$ cat config.mk
export PLATFORM = sky130hd
export DESIGN_NAME = ct_ifu_ind_btb_ctrl
export DESIGN_NICKNAME = d
export VERILOG_FILES = /design/src/rtl/ct_ifu_ind_btb_pkg.sv /design/src/rtl/ct_ifu_ind_btb_upd_fifo.sv /design/src/rtl/ct_ifu_ind_btb_ctrl.sv
export SDC_FILE = /design/constraint.sdc
export NUM_CORES = 1
export LEC_CHECK = 0
export BUFFER_PORTS_ARGS = -buffer_cell sky130_fd_sc_hd__buf_2
export CAP_MARGIN = 0
export CORE_AREA = 2 2 123 125
export DETAILED_ROUTE_END_ITERATION = 10
export DIE_AREA = 0 0 125 127
export PLACE_DENSITY = 0.76
export SLEW_MARGIN = 20
export SYNTH_ARGS = -nofsm -noshare
export SYNTH_HDL_FRONTEND = slang
export SYNTH_SLANG_ARGS = --single-unit
$ cat constraint.sdc
create_clock -name forever_cpuclk -period 4.4 [get_ports forever_cpuclk]
set_input_delay 0.88 -clock forever_cpuclk [delete_from_list [all_inputs] [get_ports forever_cpuclk]]
set_output_delay 0.88 -clock forever_cpuclk [all_outputs]
set_load 0.02 [all_outputs]
$ cat src/rtl/ct_ifu_ind_btb_pkg.sv
// Shared constants, update-entry payload and index hash for the indirect-BTB access path.
package ct_ifu_ind_btb_pkg;

  localparam int unsigned IDX_W      = 8;
  localparam int unsigned DATA_W     = 23;
  localparam int unsigned HIST_W     = 8;
  localparam int unsigned PC_W       = 12;
  localparam int unsigned FIFO_DEPTH = 4;

  typedef struct packed {
    logic [IDX_W-1:0]  idx;
    logic [DATA_W-1:0] target;
  } upd_entry_t;

  // Callers pass pc[10:3]; history width matches the index width.
  function automatic logic [IDX_W-1:0] idx_hash(input logic [IDX_W-1:0]  pc_bits,
                                                input logic [HIST_W-1:0] hist);
    return pc_bits ^ hist;
  endfunction

endpackage

$ cat src/rtl/ct_ifu_ind_btb_upd_fifo.sv
// Circular FIFO of pending BTB target updates; exposes all slots for the bypass compare.
module ct_ifu_ind_btb_upd_fifo
  import ct_ifu_ind_btb_pkg::*;
#(
  parameter  int unsigned DEPTH = FIFO_DEPTH,
  localparam int unsigned PTR_W = $clog2(DEPTH),
  localparam int unsigned CNT_W = PTR_W + 1
) (
  input  logic                         clk,
  input  logic                         rst_b,
  input  logic                         push,
  input  upd_entry_t                   push_entry,
  input  logic                         pop,
  output logic                         full,
  output logic                         empty,
  output upd_entry_t                   head,
  output logic [CNT_W-1:0]             count,
  output logic [PTR_W-1:0]             rd_ptr,
  output upd_entry_t [DEPTH-1:0]       entries
);

  upd_entry_t [DEPTH-1:0] mem_q, mem_d;
  logic [PTR_W-1:0]       wr_ptr_q, wr_ptr_d;
  logic [PTR_W-1:0]       rd_ptr_q, rd_ptr_d;
  logic [CNT_W-1:0]       count_q, count_d;

  always_comb begin
    mem_d    = mem_q;
    wr_ptr_d = wr_ptr_q;
    rd_ptr_d = rd_ptr_q;
    count_d  = count_q;
    if (push) begin
      mem_d[wr_ptr_q] = push_entry;
      wr_ptr_d        = wr_ptr_q + PTR_W'(1);
    end
    if (pop) begin
      rd_ptr_d = rd_ptr_q + PTR_W'(1);
    end
    case ({push, pop})
      2'b10:   count_d = count_q + CNT_W'(1);
      2'b01:   count_d = count_q - CNT_W'(1);
      default: count_d = count_q;
    endcase
  end

  always_ff @(posedge clk) begin
    if (!rst_b) begin
      mem_q    <= '0;
      wr_ptr_q <= '0;
      rd_ptr_q <= '0;
      count_q  <= '0;
    end else begin
      mem_q    <= mem_d;
      wr_ptr_q <= wr_ptr_d;
      rd_ptr_q <= rd_ptr_d;
      count_q  <= count_d;
    end
  end

  assign full    = (count_q == CNT_W'(DEPTH));
  assign empty   = (count_q == '0);
  assign head    = mem_q[rd_ptr_q];
  assign count   = count_q;
  assign rd_ptr  = rd_ptr_q;
  assign entries = mem_q;

endmodule

$ cat src/rtl/ct_ifu_ind_btb_ctrl.sv
// Indirect-BTB SRAM access controller: index hash, update buffering, port arbitration.
// Optional CT_IFU_IND_BTB_BYPASS_EN forwards queued targets to matching lookups.
module ct_ifu_ind_btb_ctrl
  import ct_ifu_ind_btb_pkg::*;
(
  input  logic              forever_cpuclk,
  input  logic              cpurst_b,
  input  logic              rd_req_vld,
  input  logic [PC_W-1:0]   rd_req_pc,
  input  logic [HIST_W-1:0] rd_req_hist,
  output logic              rd_req_grant,
  output logic              rd_data_vld,
  output logic [DATA_W-1:0] rd_data,
  input  logic              upd_vld,
  input  logic [PC_W-1:0]   upd_pc,
  input  logic [HIST_W-1:0] upd_hist,
  input  logic [DATA_W-1:0] upd_target,
  output logic              upd_ready,
  output logic              ind_btb_clk_en,
  output logic              ind_btb_cen_b,
  output logic              ind_btb_wen_b,
  output logic [IDX_W-1:0]  ind_btb_index,
  output logic [DATA_W-1:0] ind_btb_data_in,
  input  logic [DATA_W-1:0] ind_btb_dout
);

  localparam int unsigned PTR_W = $clog2(FIFO_DEPTH);
  localparam int unsigned CNT_W = PTR_W + 1;

  logic                        fifo_full, fifo_empty, push, pop;
  upd_entry_t                  fifo_head, push_entry;
  upd_entry_t [FIFO_DEPTH-1:0] fifo_entries;
  logic [CNT_W-1:0]            fifo_count;
  logic [PTR_W-1:0]            fifo_rd_ptr;
  logic [IDX_W-1:0]            rd_idx;
  logic                        grant, cen_b, wen_b;
  logic [IDX_W-1:0]            index;
  logic [DATA_W-1:0]           data_in;
  logic                        rd_vld_q, rd_vld_d;
  logic                        unused_pc;

  assign rd_idx            = idx_hash(rd_req_pc[10:3], rd_req_hist);
  assign push_entry.idx    = idx_hash(upd_pc[10:3], upd_hist);
  assign push_entry.target = upd_target;
  assign unused_pc         = ^{rd_req_pc[11], rd_req_pc[2:0], upd_pc[11], upd_pc[2:0]};

  // Ready looks only at the registered count, so a full FIFO never takes a push.
  assign upd_ready = ~fifo_full;
  assign push      = upd_vld & ~fifo_full;

  ct_ifu_ind_btb_upd_fifo #(.DEPTH(FIFO_DEPTH)) u_upd_fifo (
    .clk        (forever_cpuclk),
    .rst_b      (cpurst_b),
    .push       (push),
    .push_entry (push_entry),
    .pop        (pop),
    .full       (fifo_full),
    .empty      (fifo_empty),
    .head       (fifo_head),
    .count      (fifo_count),
    .rd_ptr     (fifo_rd_ptr),
    .entries    (fifo_entries)
  );

  // Full FIFO drains first, then lookups, then background drain; idle under reset.
  always_comb begin
    grant   = 1'b0;
    pop     = 1'b0;
    cen_b   = 1'b1;
    wen_b   = 1'b1;
    index   = '0;
    data_in = '0;
    if (!cpurst_b) begin
      grant = 1'b0;
    end else if (fifo_full || (!rd_req_vld && !fifo_empty)) begin
      pop     = 1'b1;
      cen_b   = 1'b0;
      wen_b   = 1'b0;
      index   = fifo_head.idx;
      data_in = fifo_head.target;
    end else if (rd_req_vld) begin
      grant = 1'b1;
      cen_b = 1'b0;
      index = rd_idx;
    end
  end

  assign rd_req_grant    = grant;
  assign ind_btb_cen_b   = cen_b;
  assign ind_btb_wen_b   = wen_b;
  assign ind_btb_clk_en  = ~cen_b;
  assign ind_btb_index   = index;
  assign ind_btb_data_in = data_in;
  assign rd_vld_d        = grant;
  assign rd_data_vld     = rd_vld_q;

  always_ff @(posedge forever_cpuclk) begin
    if (!cpurst_b) rd_vld_q <= 1'b0;
    else           rd_vld_q <= rd_vld_d;
  end

`ifdef CT_IFU_IND_BTB_BYPASS_EN
  logic              byp_hit_q, byp_hit_d;
  logic [DATA_W-1:0] byp_tgt_q, byp_tgt_d;
  logic [PTR_W-1:0]  byp_slot;

  // Walk oldest to youngest so the youngest matching entry wins.
  always_comb begin
    byp_hit_d = 1'b0;
    byp_tgt_d = '0;
    byp_slot  = '0;
    for (int i = 0; i < FIFO_DEPTH; i++) begin
      byp_slot = fifo_rd_ptr + PTR_W'(i);
      if ((CNT_W'(i) < fifo_count) && (fifo_entries[byp_slot].idx == rd_idx)) begin
        byp_hit_d = grant;
        byp_tgt_d = fifo_entries[byp_slot].target;
      end
    end
  end

  always_ff @(posedge forever_cpuclk) begin
    if (!cpurst_b) begin
      byp_hit_q <= 1'b0;
      byp_tgt_q <= '0;
    end else begin
      byp_hit_q <= byp_hit_d;
      byp_tgt_q <= byp_tgt_d;
    end
  end

  assign rd_data = byp_hit_q ? byp_tgt_q : ind_btb_dout;
`else
  logic unused_byp;
  assign unused_byp = ^{fifo_entries, fifo_rd_ptr, fifo_count};
  assign rd_data    = ind_btb_dout;
`endif

endmodule

==> impl_metrics.ini <==
[synthesis]
netlist_instances = 617
yosysWarnings = 0
syn_nets = 713
synth_top_cell_area_share_pct = 41.30
synthTopCellsByArea = dfxtp_1 (41%), mux2i_1 (19%), mux4_2 (11%), nand2_1 (9.2%), buf_12 (2.8%)
synth.most_common_cell = nand2_1
yosysTopAreaCell = dfxtp_1
avgSynthCellArea_um2 = 10.37
async_reset_ff_share_pct = 0
synth.cell_area_um2 = 6399
synthTopCellsByCount = nand2_1 (156), dfxtp_1 (132), mux2i_1 (124)
synth_ff_type = dfxtp_1
yosysSeqAreaShare_pct = 41.30
ys_seq_elements = 132
synth_edf_count = 0
ys_types = 30

[clock_tree]
post-cts-setup-buffers = 0
cts_hold_buf = 0
cts_made_buffers = 17
cts_max_level = 4
root_buffer = clkbuf_16
clockBufferDepth = 2
clock_latency_ns = 0.41
cts_tree = yes
cts_resized = 0
clock-sinks = 132
clk_pin_slew_ns = 0.06

[min_path]
min-delay-start = u_upd_fifo.entries[41]
worstHoldEndpoint = u_upd_fifo.entries[41]
hp-class = reg -> reg
holdPathStages = 2

[global_routing]
first_global_vias = 4366
grt_antenna_before_repair = 0
grt_pass1_wl_mm = 21.14
track_usage_pct = 16.74
grt_max_degree = 101
overflow = 0

[setup_path]
cp-start-kind = register
crit_buf_inv = 2
r2r_setup_slack_ns = 1.48
slowest_delay_ns = 0.88
slowest_stage = dfxtp_2
cp_max_fo = 24
end_kind = output pin
crit_path_cell_trace = buf_4 -> mux4_2 -> nor2b_1 -> buf_2
r2r_end = u_upd_fifo.count[2]
critPathTopFamily = flip-flops
reg2regPathDepth = 10
worst_r2r_startpoint = u_upd_fifo.count[0]
arrival_ns = 2.56
crit_type = reg -> out
required_ns = 3.52

[power_and_ir_drop]
p_total_uw = 3496
power_density_nw_per_um2 = 490.3
peakVddDrop_uv = 294.7
p_leak_uw = 0.002742

[run]
drv_cap = 0

[routing]
ant_nets = 0
vias = 4316
drt_iter0_drc = 224
wire_per_inst_um = 14.87
wl_mm = 12.79
vias_per_cell = 5.019
drc = 0
dr.pass1.iters = 4

[timing]
fin_crit_ns = 3.441
fin_crit_sh_pct = 78.20
hold_violations = 0
worst_pin_slew_ns = 1.098
grt_setup_unrepaired = false
setup_viol = 0
finalMaxSlewViolations = 0
max_freq_mhz = 290.6
fin_skew_ns = 0.006138
setup-tns-final_ns = 0
slew_headroom_pct = 26.79

[finish]
syn_to_final_growth_pct = 11.42
drive_gt1_share_pct = 23.96
nets = 761
fillers = 1327
diodes = 0

[status]
status = complete, no violations

[floorplanning]
initial_utilization_pct = 44.36
dieWidth_um = 125
die_h_um = 127
die-area_um2 = 15880
io_pins = 150
num_rows = 44
core_um2 = 14420

[place]
place.gp.congestion = 0.7142
hpwl_mm = 7.772
port_buffers = 95
[registers in the layout, indices dropped and copies added, names as in the netlist]
register             cells
u_upd_fifo.count         3
u_upd_fifo.entries     124
u_upd_fifo.wr_ptr_q      2
u_upd_fifo.rd_ptr        2
rd_data_vld              1
[tightest hold or removal path: stages, from the launching register on]
cell     delay [ns]
dfxtp_1        0.30
nand2_1        0.05
mux2i_1        0.05
[worst max-delay path by stage]
stage,from,endpoint,cells past startpoint
2_1_floorplan,rd_req_vld,ind_btb_index[0],5
3_3_place_gp,rd_req_vld,u_upd_fifo.count[2],11
3_5_place_dp,rd_req_vld,u_upd_fifo.count[2],11
4_1_cts,u_upd_fifo.rd_ptr[0],ind_btb_data_in[15],4
5_1_grt,u_upd_fifo.count[0],ind_btb_index[7],5
6_report,u_upd_fifo.rd_ptr[0],ind_btb_data_in[15],4
[kinds of logic (layout without fill, tap and decap cells)]
group / count (synthesis) / in the layout / synth area share (%)
AOI/OAI and AO/OA: 21 / 21 / 1.995
xor gates and xnor gates: 18 / 18 / 2.464
adders and majority gates: 6 / 6 / 1.291
buffers and inverters: 90 / 149 / 9.581
DFF: 132 / 132 / 41.30
muxes: 155 / 155 / 30.31
and+or+nand+nor: 195 / 195 / 13.06
[layout by cell type (no fill, tap or decap), drive strengths merged, types with 2 or more instances in the layout]
cell / n
a21o: 3
a21oi: 6
and3: 4
buf: 99
clkbuf: 24
clkinv: 5
dfxtp: 132
ha: 5
inv: 20
mux2i: 124
mux4: 31
nand2: 156
nand3: 3
nor2: 3
nor2b: 23
o21ai: 2
o22ai: 8
or3: 3
xnor2: 8
xor2: 10
[area by class of cell]
type	instances	area [um^2]	area share (%)
multi-input cells	395	3144	44.10
flip-flops and latches	132	2645	37.10
repair buffers	99	508.0	7.125
clock buffers	24	471.7	6.616
well taps	184	230.2	3.229
inverters	20	75.07	1.053
clock inverters	6	55.05	0.7722
[metrics by stage]
stage               hold WS [ns]  util, %  worst slack (ns)  instance area, um^2  instances
detailed placement        0.4472    45.78            0.9136                 6603        830
floorplan                 0.4315        -             1.488                 6399        617
finish                    0.4539    49.43            0.9590                 7129        860
global route              0.4667    49.43            0.6984                 7129        860
global placement          0.4388    45.78            0.9579                 6603        830
CTS                       0.4555    49.43            0.8677                 7129        860
[per-layer routing]
layer  share of wire [%]  GRT usage (%)
met1                  44          20.46
met2                  50          28.64
met3                 5.5          5.318
met4                0.40          4.641
met5                   0              0
[where the power goes]
part	total [uW]	switching, uW	internal, uW	leakage [uW]
registers	1440	146	1300	0.00107
logic	783	400	382	0.00141
clock network	1270	477	794	0.000263
total	3500	1020	2470	0.00274
Power figures use the tool's default switching activity.
